`config.mk`:
```
export PLATFORM = sky130hd
export DESIGN_NAME = mem_arbiter_flat
export DESIGN_NICKNAME = d
export VERILOG_FILES = /design/src/rtl/mem_arbiter_if.sv /design/src/rtl/mem_arbiter.sv /design/src/flat_wrapper.sv
export SDC_FILE = /design/constraint.sdc
export NUM_CORES = 1
export LEC_CHECK = 0
export BUFFER_PORTS_ARGS = -buffer_cell sky130_fd_sc_hd__buf_4
export CORE_UTILIZATION = 50
export CTS_CLUSTER_DIAMETER = 150
export DETAILED_ROUTE_END_ITERATION = 16
export PLACE_DENSITY_LB_ADDON = 0.25
export SETUP_SLACK_MARGIN = 0.4
export SLEW_MARGIN = 20
export SYNTH_ARGS = -nofsm -noshare
export SYNTH_HDL_FRONTEND = slang
export SYNTH_SLANG_ARGS = --single-unit
```
`constraint.sdc`:
```
create_clock -name clk -period 2.9 [get_ports clk]
set_clock_uncertainty 0.15 [all_clocks]
set_input_delay 0.58 -clock clk [delete_from_list [all_inputs] [get_ports clk]]
set_output_delay 0.58 -clock clk [all_outputs]
set_load 0.05 [all_outputs]
```
`src/rtl/mem_arbiter_if.sv`:
```
// mem_arbiter_if: fetch, data and memory-port signals of the shared memory arbiter.
// slave is the arbiter's view; master is the pipeline/memory side.
interface mem_arbiter_if;
    logic        if_req;
    logic [31:0] if_addr;
    logic [31:0] if_rdata;
    logic        if_ready;
    logic        d_req;
    logic        d_we;
    logic [31:0] d_addr;
    logic [31:0] d_wdata;
    logic [31:0] d_rdata;
    logic        d_ready;
    logic        mem_en;
    logic        mem_we;
    logic [31:0] mem_addr;
    logic [31:0] mem_wdata;
    logic [31:0] mem_rdata;
    logic        busy;

    modport slave (
        input  if_req, if_addr, d_req, d_we, d_addr, d_wdata, mem_rdata,
        output if_rdata, if_ready, d_rdata, d_ready,
        output mem_en, mem_we, mem_addr, mem_wdata, busy
    );

    modport master (
        output if_req, if_addr, d_req, d_we, d_addr, d_wdata, mem_rdata,
        input  if_rdata, if_ready, d_rdata, d_ready,
        input  mem_en, mem_we, mem_addr, mem_wdata, busy
    );
endinterface

```
`src/rtl/mem_arbiter.sv`:
```
// mem_arbiter: one fixed-latency memory port shared by fetch and data.
// Data wins ties unless fetch has been passed over STREAK times in a row.
module mem_arbiter #(
    parameter int MEM_LATENCY = 2,
    parameter int STREAK      = 4
) (
    input logic          clk,
    input logic          rst,
    mem_arbiter_if.slave bus
);
    localparam logic [1:0] IDLE  = 2'd0;
    localparam logic [1:0] ISSUE = 2'd1;
    localparam logic [1:0] WAIT  = 2'd2;
    localparam logic [1:0] DONE  = 2'd3;

    localparam logic [3:0] LAT = 4'(MEM_LATENCY);
    localparam logic [3:0] LIM = 4'(STREAK);

    logic [1:0] state;
    logic [3:0] streak_cnt;
    logic [3:0] wait_cnt;
    logic       owner_d;
    logic       lat_we;
    logic       pick_d;

    assign pick_d = bus.d_req &&
                    !(bus.if_req && streak_cnt == LIM);

    always_ff @(posedge clk) begin
        if (rst) begin
            state         <= IDLE;
            streak_cnt    <= 4'd0;
            wait_cnt      <= 4'd0;
            owner_d       <= 1'b0;
            lat_we        <= 1'b0;
            bus.mem_en    <= 1'b0;
            bus.mem_we    <= 1'b0;
            bus.mem_addr  <= 32'd0;
            bus.mem_wdata <= 32'd0;
            bus.if_ready  <= 1'b0;
            bus.d_ready   <= 1'b0;
            bus.if_rdata  <= 32'd0;
            bus.d_rdata   <= 32'd0;
            bus.busy      <= 1'b0;
        end else begin
            bus.mem_en   <= 1'b0;
            bus.mem_we   <= 1'b0;
            bus.if_ready <= 1'b0;
            bus.d_ready  <= 1'b0;
            unique case (state)
                IDLE: begin
                    if (bus.if_req || bus.d_req) begin
                        state      <= ISSUE;
                        bus.busy   <= 1'b1;
                        bus.mem_en <= 1'b1;
                        owner_d    <= pick_d;
                        if (pick_d) begin
                            bus.mem_addr  <= bus.d_addr;
                            bus.mem_wdata <= bus.d_wdata;
                            bus.mem_we    <= bus.d_we;
                            lat_we        <= bus.d_we;
                            // streak only counts grants that bypassed a waiting fetch
                            if (!bus.if_req)
                                streak_cnt <= 4'd0;
                            else if (streak_cnt < LIM)
                                streak_cnt <= streak_cnt + 4'd1;
                        end else begin
                            bus.mem_addr <= bus.if_addr;
                            lat_we       <= 1'b0;
                            streak_cnt   <= 4'd0;
                        end
                    end
                end
                ISSUE: begin
                    state    <= WAIT;
                    wait_cnt <= LAT;
                end
                WAIT: begin
                    wait_cnt <= wait_cnt - 4'd1;
                    if (wait_cnt == 4'd1) begin
                        state <= DONE;
                        if (owner_d) begin
                            bus.d_ready <= 1'b1;
                            if (!lat_we)
                                bus.d_rdata <= bus.mem_rdata;
                        end else begin
                            bus.if_ready <= 1'b1;
                            bus.if_rdata <= bus.mem_rdata;
                        end
                    end
                end
                DONE: begin
                    state    <= IDLE;
                    bus.busy <= 1'b0;
                end
                default: state <= IDLE;
            endcase
        end
    end
endmodule
```
`src/flat_wrapper.sv`:
```
// flat-port wrapper written by rule: the top's interface ports become plain ports
module mem_arbiter_flat 
#(
    parameter int MEM_LATENCY = 2,
    parameter int STREAK      = 4
)
  (clk, rst, bus_if_req, bus_if_addr, bus_d_req, bus_d_we, bus_d_addr, bus_d_wdata, bus_mem_rdata, bus_if_rdata, bus_if_ready, bus_d_rdata, bus_d_ready, bus_mem_en, bus_mem_we, bus_mem_addr, bus_mem_wdata, bus_busy);
  mem_arbiter_if bus_i ();
  input logic clk;
  input logic rst;
  input wire logic [$bits(bus_i.if_req)-1:0] bus_if_req;
  input wire logic [$bits(bus_i.if_addr)-1:0] bus_if_addr;
  input wire logic [$bits(bus_i.d_req)-1:0] bus_d_req;
  input wire logic [$bits(bus_i.d_we)-1:0] bus_d_we;
  input wire logic [$bits(bus_i.d_addr)-1:0] bus_d_addr;
  input wire logic [$bits(bus_i.d_wdata)-1:0] bus_d_wdata;
  input wire logic [$bits(bus_i.mem_rdata)-1:0] bus_mem_rdata;
  output wire logic [$bits(bus_i.if_rdata)-1:0] bus_if_rdata;
  output wire logic [$bits(bus_i.if_ready)-1:0] bus_if_ready;
  output wire logic [$bits(bus_i.d_rdata)-1:0] bus_d_rdata;
  output wire logic [$bits(bus_i.d_ready)-1:0] bus_d_ready;
  output wire logic [$bits(bus_i.mem_en)-1:0] bus_mem_en;
  output wire logic [$bits(bus_i.mem_we)-1:0] bus_mem_we;
  output wire logic [$bits(bus_i.mem_addr)-1:0] bus_mem_addr;
  output wire logic [$bits(bus_i.mem_wdata)-1:0] bus_mem_wdata;
  output wire logic [$bits(bus_i.busy)-1:0] bus_busy;
  assign bus_i.if_req = bus_if_req;
  assign bus_i.if_addr = bus_if_addr;
  assign bus_i.d_req = bus_d_req;
  assign bus_i.d_we = bus_d_we;
  assign bus_i.d_addr = bus_d_addr;
  assign bus_i.d_wdata = bus_d_wdata;
  assign bus_i.mem_rdata = bus_mem_rdata;
  assign bus_if_rdata = bus_i.if_rdata;
  assign bus_if_ready = bus_i.if_ready;
  assign bus_d_rdata = bus_i.d_rdata;
  assign bus_d_ready = bus_i.d_ready;
  assign bus_mem_en = bus_i.mem_en;
  assign bus_mem_we = bus_i.mem_we;
  assign bus_mem_addr = bus_i.mem_addr;
  assign bus_mem_wdata = bus_i.mem_wdata;
  assign bus_busy = bus_i.busy;
  mem_arbiter #(.MEM_LATENCY(MEM_LATENCY), .STREAK(STREAK)) u_core (.clk(clk), .rst(rst), .bus(bus_i));
endmodule
```
==> impl_metrics.tcl, run 1 <==
set metrics [dict create \
    r2r_end "u_core.bus.if_rdata[9]" \
    chipWidth_microns 107.8 \
    io_pins 266 \
    cp-end-kind "register" \
    numClockSinks 145 \
    grt_pass1_wl_microns 24720 \
    synthCells 695 \
    p_leak_nw 3.531 \
    timing_worst_setup_path_type "register to register" \
    via_per_inst 5.211 \
    cts_tree "yes" \
    place_congestion 0.7958 \
    critPathSlowestCell "dfxtp_1" \
    crit_family "simple AND/OR/NAND/NOR gates" \
    gr-usage-all-layers 0.2732 \
    core_area_sq_um 10890 \
    reg2reg_depth 7 \
    crit_chain "inv_1, ha_1, and4bb_1, nand2b_1, buf_4, nand2_1, a21oi_1" \
    total_power_mw 6.849 \
    first_pass_iters 5 \
    relSlewSlack 0.7159 \
    clkLatencyLatePin_ns 0.52 \
    dp.final_hpwl_microns 11240 \
    hold_viol 0 \
    dieHeight_microns 107.8 \
    cp.arrival_ns 2.25 \
    p_per_area_nw_per_um2 843.9 \
    cp-startpoint "u_core.state[0]" \
    min_period_ns 1.950 \
    antenna_found_initial 0 \
    area_delta_synth_final_pct 45.07 \
    ys_top_cells_by_count "232 x nand2_1, 145 x dfxtp_1, 135 x a21oi_1, 41 x nor2_1, 32 x a211oi_1" \
    worst_ir_drop_vdd_mv 0.6290 \
    netlist_area_sq_um 5594 \
    synthFlopType "dfxtp_1" \
    final_max_slew_viol_count 0 \
    worst_setup_path_start_kind "register" \
    drive_gt1_frac 0.3288 \
    start_util 0.5138 \
    ys_seq_area_frac 0.5189 \
    max_freq_mhz 512.9 \
    post-synth-top-count-cell "nand2_1" \
    clock_path_buffers 2 \
    ys_ff_latch 145 \
    reg2reg_from "u_core.state[0]" \
    synth_area_per_cell_sq_um 8.049 \
    setup_viol 0 \
    ys_types 35 \
    htreeDepth 4 \
    ant_nets 0 \
    grt-ovfl-total 0 \
    rsz0062_at_grt "false" \
    rows 38 \
    synthArstFlopShare 0 \
    post_cts_buffers 0 \
    num_vias 5690 \
    tns_ns 0 \
    max_stage_delay_ns 0.35 \
    post_drt_wl_per_cell_microns 14.57 \
    status "completed" \
    synthTopCellsByArea "dfxtp_1 52%, nand2_1 16%, a21oi_1 12%" \
    hold_start "bus_d_wdata[9]" \
    crit_buf_inv 2 \
    synth_edf_count 0 \
    diodes 0 \
    postCtsHoldBufs 0 \
    r2r_slack_ns 0.95 \
    crit_required_ns 3.20 \
    maxCapViolCount 0 \
    period_share 0.6723 \
    grt_max_degree 78 \
    hold_class "input port to register" \
    yosys_warnings 0 \
    drc 0 \
    drt_wl_total_microns 15910 \
    syn_nets 836 \
    tightest_slew_ns 0.4252 \
    layout.nets 1082 \
    yosys.area.top_type "dfxtp_1" \
    post_cts_resized 0 \
    drt_first_iter_violations 364 \
    design.die.area_sq_um 11620 \
    synth_top_area_share 0.5189 \
    grt_pass1_vias 5411 \
    hold_ws_ns 0.1490 \
    holdPathStages 3 \
    cts-root-buf "clkbuf_8" \
    portBuffers 265 \
    path_max_fanout 33 \
    cts_buffers 17 \
    clkSlewWorstSetupHoldPaths_ns 0.06 \
    hold_path_end "u_core.bus.mem_wdata[9]" \
]
[cells in the final DEF, fill, tap and decap left out, drive strengths merged, types with 2 or more instances in the layout]
| master | n |
|---|---|
| a211oi | 32 |
| a21oi | 135 |
| and2 | 3 |
| buf | 280 |
| clkbuf | 25 |
| clkinv | 4 |
| dfxtp | 145 |
| ha | 8 |
| inv | 11 |
| mux2i | 2 |
| nand2 | 232 |
| nand2b | 2 |
| nand3 | 3 |
| nand3b | 2 |
| nand4b | 3 |
| nor2 | 42 |
| nor3 | 3 |
| nor3b | 2 |
| o21a | 3 |
| o21ai | 4 |
[through the flow]
stage / cells / instance area [sq um] / util / worst slack [ns]
finish: 1092 / 8115 / 0.7453 / 0.9502
CTS: 1092 / 8115 / 0.7453 / 0.9360
floorplan: 695 / 5594 / - / 1.203
detailed placement: 1062 / 7584 / 0.6965 / 0.9559
global placement: 1062 / 7584 / 0.6965 / 1.054
global route: 1092 / 8115 / 0.7453 / 0.7371
[how the worst max path moves through the flow]
stage,end,slack (ns),cells after the start
2_1_floorplan,u_core.bus.if_rdata[24],1.20,9
3_5_place_dp,u_core.bus.if_rdata[9],0.96,7
6_report,u_core.bus.if_rdata[9],0.95,7
4_1_cts,u_core.bus.d_rdata[10],0.94,7
5_1_grt,u_core.bus.d_rdata[26],0.74,7
3_3_place_gp,u_core.bus.d_rdata[24],1.05,7
[power breakdown]
| group | switching (mW) | total, mW | internal, mW |
|---|---|---|---|
| registers | 0.158 | 2.43 | 2.27 |
| logic | 1.67 | 2.48 | 0.811 |
| clock network | 0.765 | 1.94 | 1.17 |
| total | 2.60 | 6.85 | 4.25 |
[routing by layer]
| metal | vias to the layer above | global-route usage | wire, microns |
|---|---|---|---|
| li1 | 2786 | - | - |
| met1 | 2610 | 0.2925 | 6053 |
| met2 | 249 | 0.4808 | 8045 |
| met3 | 45 | 0.08414 | 1320 |
| met4 | 0 | 0.1419 | 493 |
| met5 | - | 0 | 0 |
[sequential cells by signal, indices dropped and copies added (netlist names), 2 cells and up]
signal and flops:
u_core.streak_cnt 4, u_core.bus.d_rdata 32, u_core.bus.mem_addr 32, u_core.wait_cnt 4, u_core.bus.mem_wdata 32, u_core.bus.if_rdata 32, u_core.state 2
[area by class of cell]
class | instances | area, sq um
timing repair buffer | 280 | 2115
clock inverter | 5 | 27.53
clock buffer | 25 | 504.2
multi-input combinational | 486 | 2350
sequential | 145 | 2903
tap | 140 | 175.2
fill | 826 | 2773
inverter | 11 | 41.29
[worst min-delay path, cell delays in order]
cell	delay, ns
buf_4	0.11
nand2_1	0.04
a21oi_1	0.05
[cell families after synthesis]
logic type,synth area share
compound gates,0.1803
buf+inv,0.06106
mux,0.003579
fa+ha+maj,0.01789
flops,0.5189
simple gates,0.2183
No activity file was read; power rests on OpenSTA's default activity.
==> run 2, diff against run 1 <==
--- a/config.mk
+++ b/config.mk
@@ -6,7 +6,7 @@
 export NUM_CORES = 1
 export LEC_CHECK = 0
 export BUFFER_PORTS_ARGS = -buffer_cell sky130_fd_sc_hd__buf_4
-export CORE_UTILIZATION = 50
+export CORE_UTILIZATION = 42
 export CTS_CLUSTER_DIAMETER = 150
 export DETAILED_ROUTE_END_ITERATION = 16
 export PLACE_DENSITY_LB_ADDON = 0.25
==> constraint.sdc (replaced) <==
create_clock -name clk -period 1.6 [get_ports clk]
set_clock_uncertainty 0.15 [all_clocks]
set_input_delay 0.32 -clock clk [delete_from_list [all_inputs] [get_ports clk]]
set_output_delay 0.32 -clock clk [all_outputs]
set_load 0.05 [all_outputs]
==> run 2 against run 1 <==
Effect of this change: the flow now finishes with violations (negative setup slack); worst setup slack worse by 1.2 ns; sequential power is 93% higher; power is 150% higher; non-clock buffer count is 152 higher; combinational power grew to 3.3 times the previous value; design area is 50% higher; worst hold slack worse by 0.14 ns; sequential cell count stayed put; register-to-register slack worse by 1.2 ns; sequential share of layout area is 11 points lower; first-iteration DRC count grew to 3.1 times the previous value; routed wire length is 110% higher; critical endpoint is now u_core.bus.d_rdata[1].
==> impl_metrics.tcl, run 2 (synthesis gave the netlist of run 1 again) <==
set metrics [dict create \
    status "finished, violations left" \
    violations "negative setup slack" \
    cts_tree "yes" \
    first_pass_iters 7 \
    power_frac_comb 0.482 \
    maxCapViolCount 0 \
    final_cell_mix "223 x buf_4, 113 x nand2_1, 99 x a21oi_2" \
    p_leak_nw 5.085 \
    fin_ws_ns -0.2935 \
    min_period_ns 1.893 \
    placed_cell_area_sq_um 8041 \
    dp.final_hpwl_microns 10570 \
    cp-end-kind "register" \
    htreeDepth 4 \
    p_int_mw 9.858 \
    drive_gt1_frac 0.6564 \
    numClockSinks 145 \
    fillers 324 \
    core_area_sq_um 12820 \
    layout.nets 1234 \
    num_vias 7842 \
    p_sw_mw 7.030 \
    cts-root-buf "clkbuf_16" \
    start_util 0.4362 \
    hold_viol 0 \
    tightest_slew_ns 0.5539 \
    p_per_area_nw_per_um2 1386 \
    design.die.area_sq_um 13790 \
    worst_ir_drop_vdd_mv 1.197 \
    antenna_found_initial 1 \
    post_drt_wl_per_cell_microns 26.07 \
    dieHeight_microns 117.4 \
    period_share 1.183 \
    hold_class "input port to register" \
    grt_pass1_vias 6335 \
    p_seq_frac 0.278 \
    max_freq_mhz 528.1 \
    path_max_fanout 8 \
    via_per_inst 6.131 \
    drt_first_iter_violations 1131 \
    io_pins 266 \
    drc 0 \
    clkLatencyLatePin_ns 0.43 \
    area_delta_synth_final_pct 117.8 \
    cp.arrival_ns 2.07 \
    setup_viol 136 \
    final_area_sq_um 12190 \
    place_congestion 0.8415 \
    grt-ovfl-total 0 \
    power_frac_clock 0.240 \
    hold_ws_ns 0.007725 \
    portBuffers 265 \
    relSlewSlack 0.6293 \
    ant_nets 0 \
    grt_pass1_wl_microns 30950 \
    grt_max_degree 49 \
    gr-usage-all-layers 0.2806 \
    drt_wl_total_microns 33340 \
    layout_commonest_cell "buf_4" \
    cts_buffers 17 \
    worst_setup_path_start_kind "register" \
    dpl_worst_slack_ns -0.06124 \
    rsz0062_at_grt "true" \
    clkSlewWorstSetupHoldPaths_ns 0.07 \
    chipWidth_microns 117.4 \
    rows 41 \
    final_max_slew_viol_count 0 \
    crit_required_ns 1.78 \
    switching_share 0.4163 \
    clock_path_buffers 2 \
    timing_worst_setup_path_type "register to register" \
]
## run 2: cell count changes in the layout (fill, tap and decap cells not counted), sizes merged
cell	delta
inv	+4
clkinv	-2
dlygate4sd3	+82
bufinv	+1
buf	+58
clkinvlp	+5
diode	+1
clkbuf	+6
## run 2: worst paths after layout
| kind | startpoint | end | slack (ns) | depth (start not counted) |
|---|---|---|---|---|
| hold / removal | bus_mem_rdata[14] | u_core.bus.d_rdata[14] | 0.008 | 3 |
| hold reg to reg | u_core.bus.if_rdata[20] | u_core.bus.if_rdata[20] | 0.32 | 2 |
| setup reg to reg | u_core.state[0] | u_core.bus.d_rdata[1] | -0.29 | 8 |
| setup / recovery | u_core.state[0] | u_core.bus.d_rdata[1] | -0.29 | 8 |
## run 2: power groups by stage
stage	logic (mW)	clock network, mW	registers (mW)
5_1_grt	8.32	4.18	4.71
2_1_floorplan	2.00	0	5.94
6_report	8.14	4.06	4.69
3_5_place_dp	4.99	0	4.48
4_1_cts	5.91	3.90	4.43
3_3_place_gp	4.97	0	4.46
## run 2: timing repair
item                                    in CTS  in global routing
buffers inserted                            10                 29
pin swaps                                   12                146
endpoints found under the setup margin     278                278
gates cloned                                 9                 15
endpoints found under the hold margin       87                  3
gates resized for setup                     62                482
hold buffers                                79                  3
## run 2: through the flow
stage	utilization	setup TNS, ns	std cells	power [mW]
6_report	0.9501	-17.10	1279	16.89
5_1_grt	0.9501	-19.64	1279	17.20
4_1_cts	0.7732	-0.1018	1231	14.23
3_5_place_dp	0.6270	-1.210	1101	9.468
3_3_place_gp	0.6270	-0.002465	1101	9.433
2_1_floorplan	-	-0.2902	695	7.945
## run 2: cell type report
type                       count  area (sq um)  share of cell area
antenna                        1         2.502           0.0002054
sequential                   145          3023              0.2481
clock inverter                13         127.6             0.01047
clock buffer                  19         452.9             0.03717
tap                          172         215.2             0.01766
timing repair buffer         432          4579              0.3758
inverter                      11         46.29            0.003799
multi-input combinational    486          3739              0.3068
## run 2: routing by layer
layer  vias up  wire length, microns  track usage
met5         -                     0            0
met4         0                  2821       0.1502
met3       257                  2774      0.07539
met2       719                 16380       0.4856
met1      3750                 11370       0.3128
li1       3116                     -            -
## run 2: critical path, cell delays in order (launching register included)
cell	delay [ns]
dfxtp_2	0.35
inv_4	0.10
ha_4	0.18
nand4bb_4	0.14
nor3b_4	0.26
buf_6	0.17
clkbuf_16	0.18
nand2_2	0.06
a21oi_1	0.20
==> run 3, diff against run 2 <==
--- a/config.mk
+++ b/config.mk
@@ -5,10 +5,11 @@
 export SDC_FILE = /design/constraint.sdc
 export NUM_CORES = 1
 export LEC_CHECK = 0
-export BUFFER_PORTS_ARGS = -buffer_cell sky130_fd_sc_hd__buf_4
-export CORE_UTILIZATION = 42
+export CORE_AREA = 2 2 103 105
 export CTS_CLUSTER_DIAMETER = 150
 export DETAILED_ROUTE_END_ITERATION = 16
+export DIE_AREA = 0 0 105 107
+export DONT_BUFFER_PORTS = 1
 export PLACE_DENSITY_LB_ADDON = 0.25
 export SETUP_SLACK_MARGIN = 0.4
 export SLEW_MARGIN = 20
==> run 3 against run 2 <==
Effect of this change: the run ends with negative hold slack, negative setup slack left; critical path depth did not move; sequential power rose by 28%; maximum frequency rose by 2.3%; routed wire length fell by 32%; power fell by 14%; final cell count fell by 32%; critical endpoint is now u_core.bus.d_rdata[19]; largest power group is now registers.
==> impl_metrics.tcl, run 3 (synthesis gave the netlist of run 1 again) <==
set metrics [dict create \
    worst_ir_drop_vdd_mv 1.470 \
    cp.arrival_ns 2.13 \
    path_max_fanout 8 \
    total_power_mw 14.61 \
    htreeDepth 4 \
    diodes 0 \
    layout.nets 857 \
    drt_wl_total_microns 22610 \
    core_area_sq_um 10090 \
    period_share 1.157 \
    setup_viol 133 \
    cts_buffers 17 \
    relSlewSlack 0.7245 \
    grt_max_degree 144 \
    max_stage_delay_ns 0.36 \
    power_frac_comb 0.336 \
    antenna_found_initial 0 \
    cts-root-buf "clkbuf_8" \
    drive_gt1_frac 0.6337 \
    chipWidth_microns 105 \
    fin_ws_ns -0.2511 \
    worst_setup_path_start_kind "register" \
    drc 0 \
    final_max_slew_viol_count 0 \
    dp.final_hpwl_microns 9523 \
    crit_required_ns 1.87 \
    start_util 0.5543 \
    post_drt_wl_per_cell_microns 26.14 \
    place_congestion 0.7687 \
    tightest_slew_ns 0.4100 \
    switching_share 0.4248 \
    hold_ws_ns -0.2842 \
    min_period_ns 1.851 \
    power_frac_clock 0.253 \
    cp-end-kind "register" \
    final_cell_mix "159 x nand2_1, 129 x dfxtp_4, 86 x a21oi_2" \
    grt-ovfl-total 0 \
    ant_nets 0 \
    fin_util 0.8635 \
    hold_viol 142 \
    p_per_area_nw_per_um2 1676 \
    maxCapViolCount 0 \
    cts_tree "yes" \
    clkSlewWorstSetupHoldPaths_ns 0.07 \
    num_vias 5644 \
    clkLatencyLatePin_ns 0.52 \
    portBuffers 0 \
    design.die.area_sq_um 11240 \
    critPathSlowestCell "dfxtp_4" \
    grt_pass1_vias 5128 \
    rsz0062_at_grt "true" \
    rows 37 \
    gr-usage-all-layers 0.2916 \
    postCtsHoldBufs 1 \
    layout_commonest_cell "nand2_1" \
    area_delta_synth_final_pct 55.78 \
    p_int_mw 8.402 \
    grt_pass1_wl_microns 25970 \
    hold_class "input port to register" \
    crit_chain "inv_6, ha_4, nand4bb_4, nor3b_4, buf_12, clkbuf_16, nand2_1, a21oi_1" \
    timing_worst_setup_path_type "register to register" \
    status "finished, violations left" \
    dieHeight_microns 107 \
    first_pass_iters 7 \
    p_seq_frac 0.411 \
    p_sw_mw 6.205 \
    max_freq_mhz 540.2 \
    via_per_inst 6.525 \
    p_leak_nw 3.006 \
    violations "negative hold slack, negative setup slack" \
    numClockSinks 145 \
    drt_first_iter_violations 618 \
    io_pins 266 \
    clock_path_buffers 2 \
]
==> run 3: power groups by stage <==
stage	sequential, mW	clock (mW)	combinational, mW
floorplan	5.94	0	2.00
global placement	5.88	0	2.49
detailed placement	5.89	0	2.63
CTS	5.95	3.64	3.71
global route	6.04	3.83	5.09
finish	6.01	3.69	4.91
==> run 3: what timing repair did <==
action / in CTS / in global routing
pin swaps: 49 / 71
cloned: 9 / 11
endpoints found under the hold margin: 145 / 145
resized for setup: 356 / 192
setup buffers: 4 / 7
setup endpoints to repair: 277 / 278
==> run 3: metal layers <==
metal  vias up  GRT usage  wire (microns)
li1       2362          -               -
met1      2765     0.3259            7569
met2       427     0.5065           11790
met3        90    0.09179            2269
met4         0     0.1371             981
met5         -          0               0
==> run 3: worst paths after layout <==
check	cells past startpoint	slack, ns	to	startpoint
setup / recovery	8	-0.25	u_core.bus.d_rdata[19]	u_core.state[0]
hold / removal	1	-0.28	u_core.bus.mem_addr[0]	rst
setup reg to reg	8	-0.25	u_core.bus.d_rdata[19]	u_core.state[0]
hold reg to reg	2	0.41	u_core.streak_cnt[3]	u_core.streak_cnt[3]
==> run 3: cell type report <==
cell class              count  area (sq um)
repair buffers             55         969.7
flip-flops and latches    145          3400
clock buffers              17         414.1
inverters                  11         48.80
multi-input cells         486          3586
well taps                 136         170.2
clock inverters            15         126.4
fillers                   415          1378
==> run 3: worst max-delay path: cells and delay by family (launching register included) <==
family | cells | cell delay (ns)
and+or+nand+nor | 3 | 0.49
buffers and inverters | 3 | 0.39
DFF | 1 | 0.36
AOI/OAI and AO/OA | 1 | 0.20
adders and majority gates | 1 | 0.16
==> run 3: per-stage QoR <==
| step | std cells | setup WS (ns) | setup TNS (ns) | hold slack, ns | cell area (sq um) |
|---|---|---|---|---|---|
| after floorplan | 695 | -0.01116 | -0.2902 | 0.3060 | 5888 |
| final | 865 | -0.2511 | -13.36 | -0.2842 | 8715 |
| after global routing | 865 | -0.2708 | -17.69 | -0.3073 | 8715 |
| after detailed placement | 801 | -0.06870 | -0.9005 | 0.2517 | 5964 |
| after global placement | 801 | 0.02151 | 0 | 0.2508 | 5964 |
| after CTS | 847 | -0.03394 | -0.3937 | -0.3169 | 7611 |
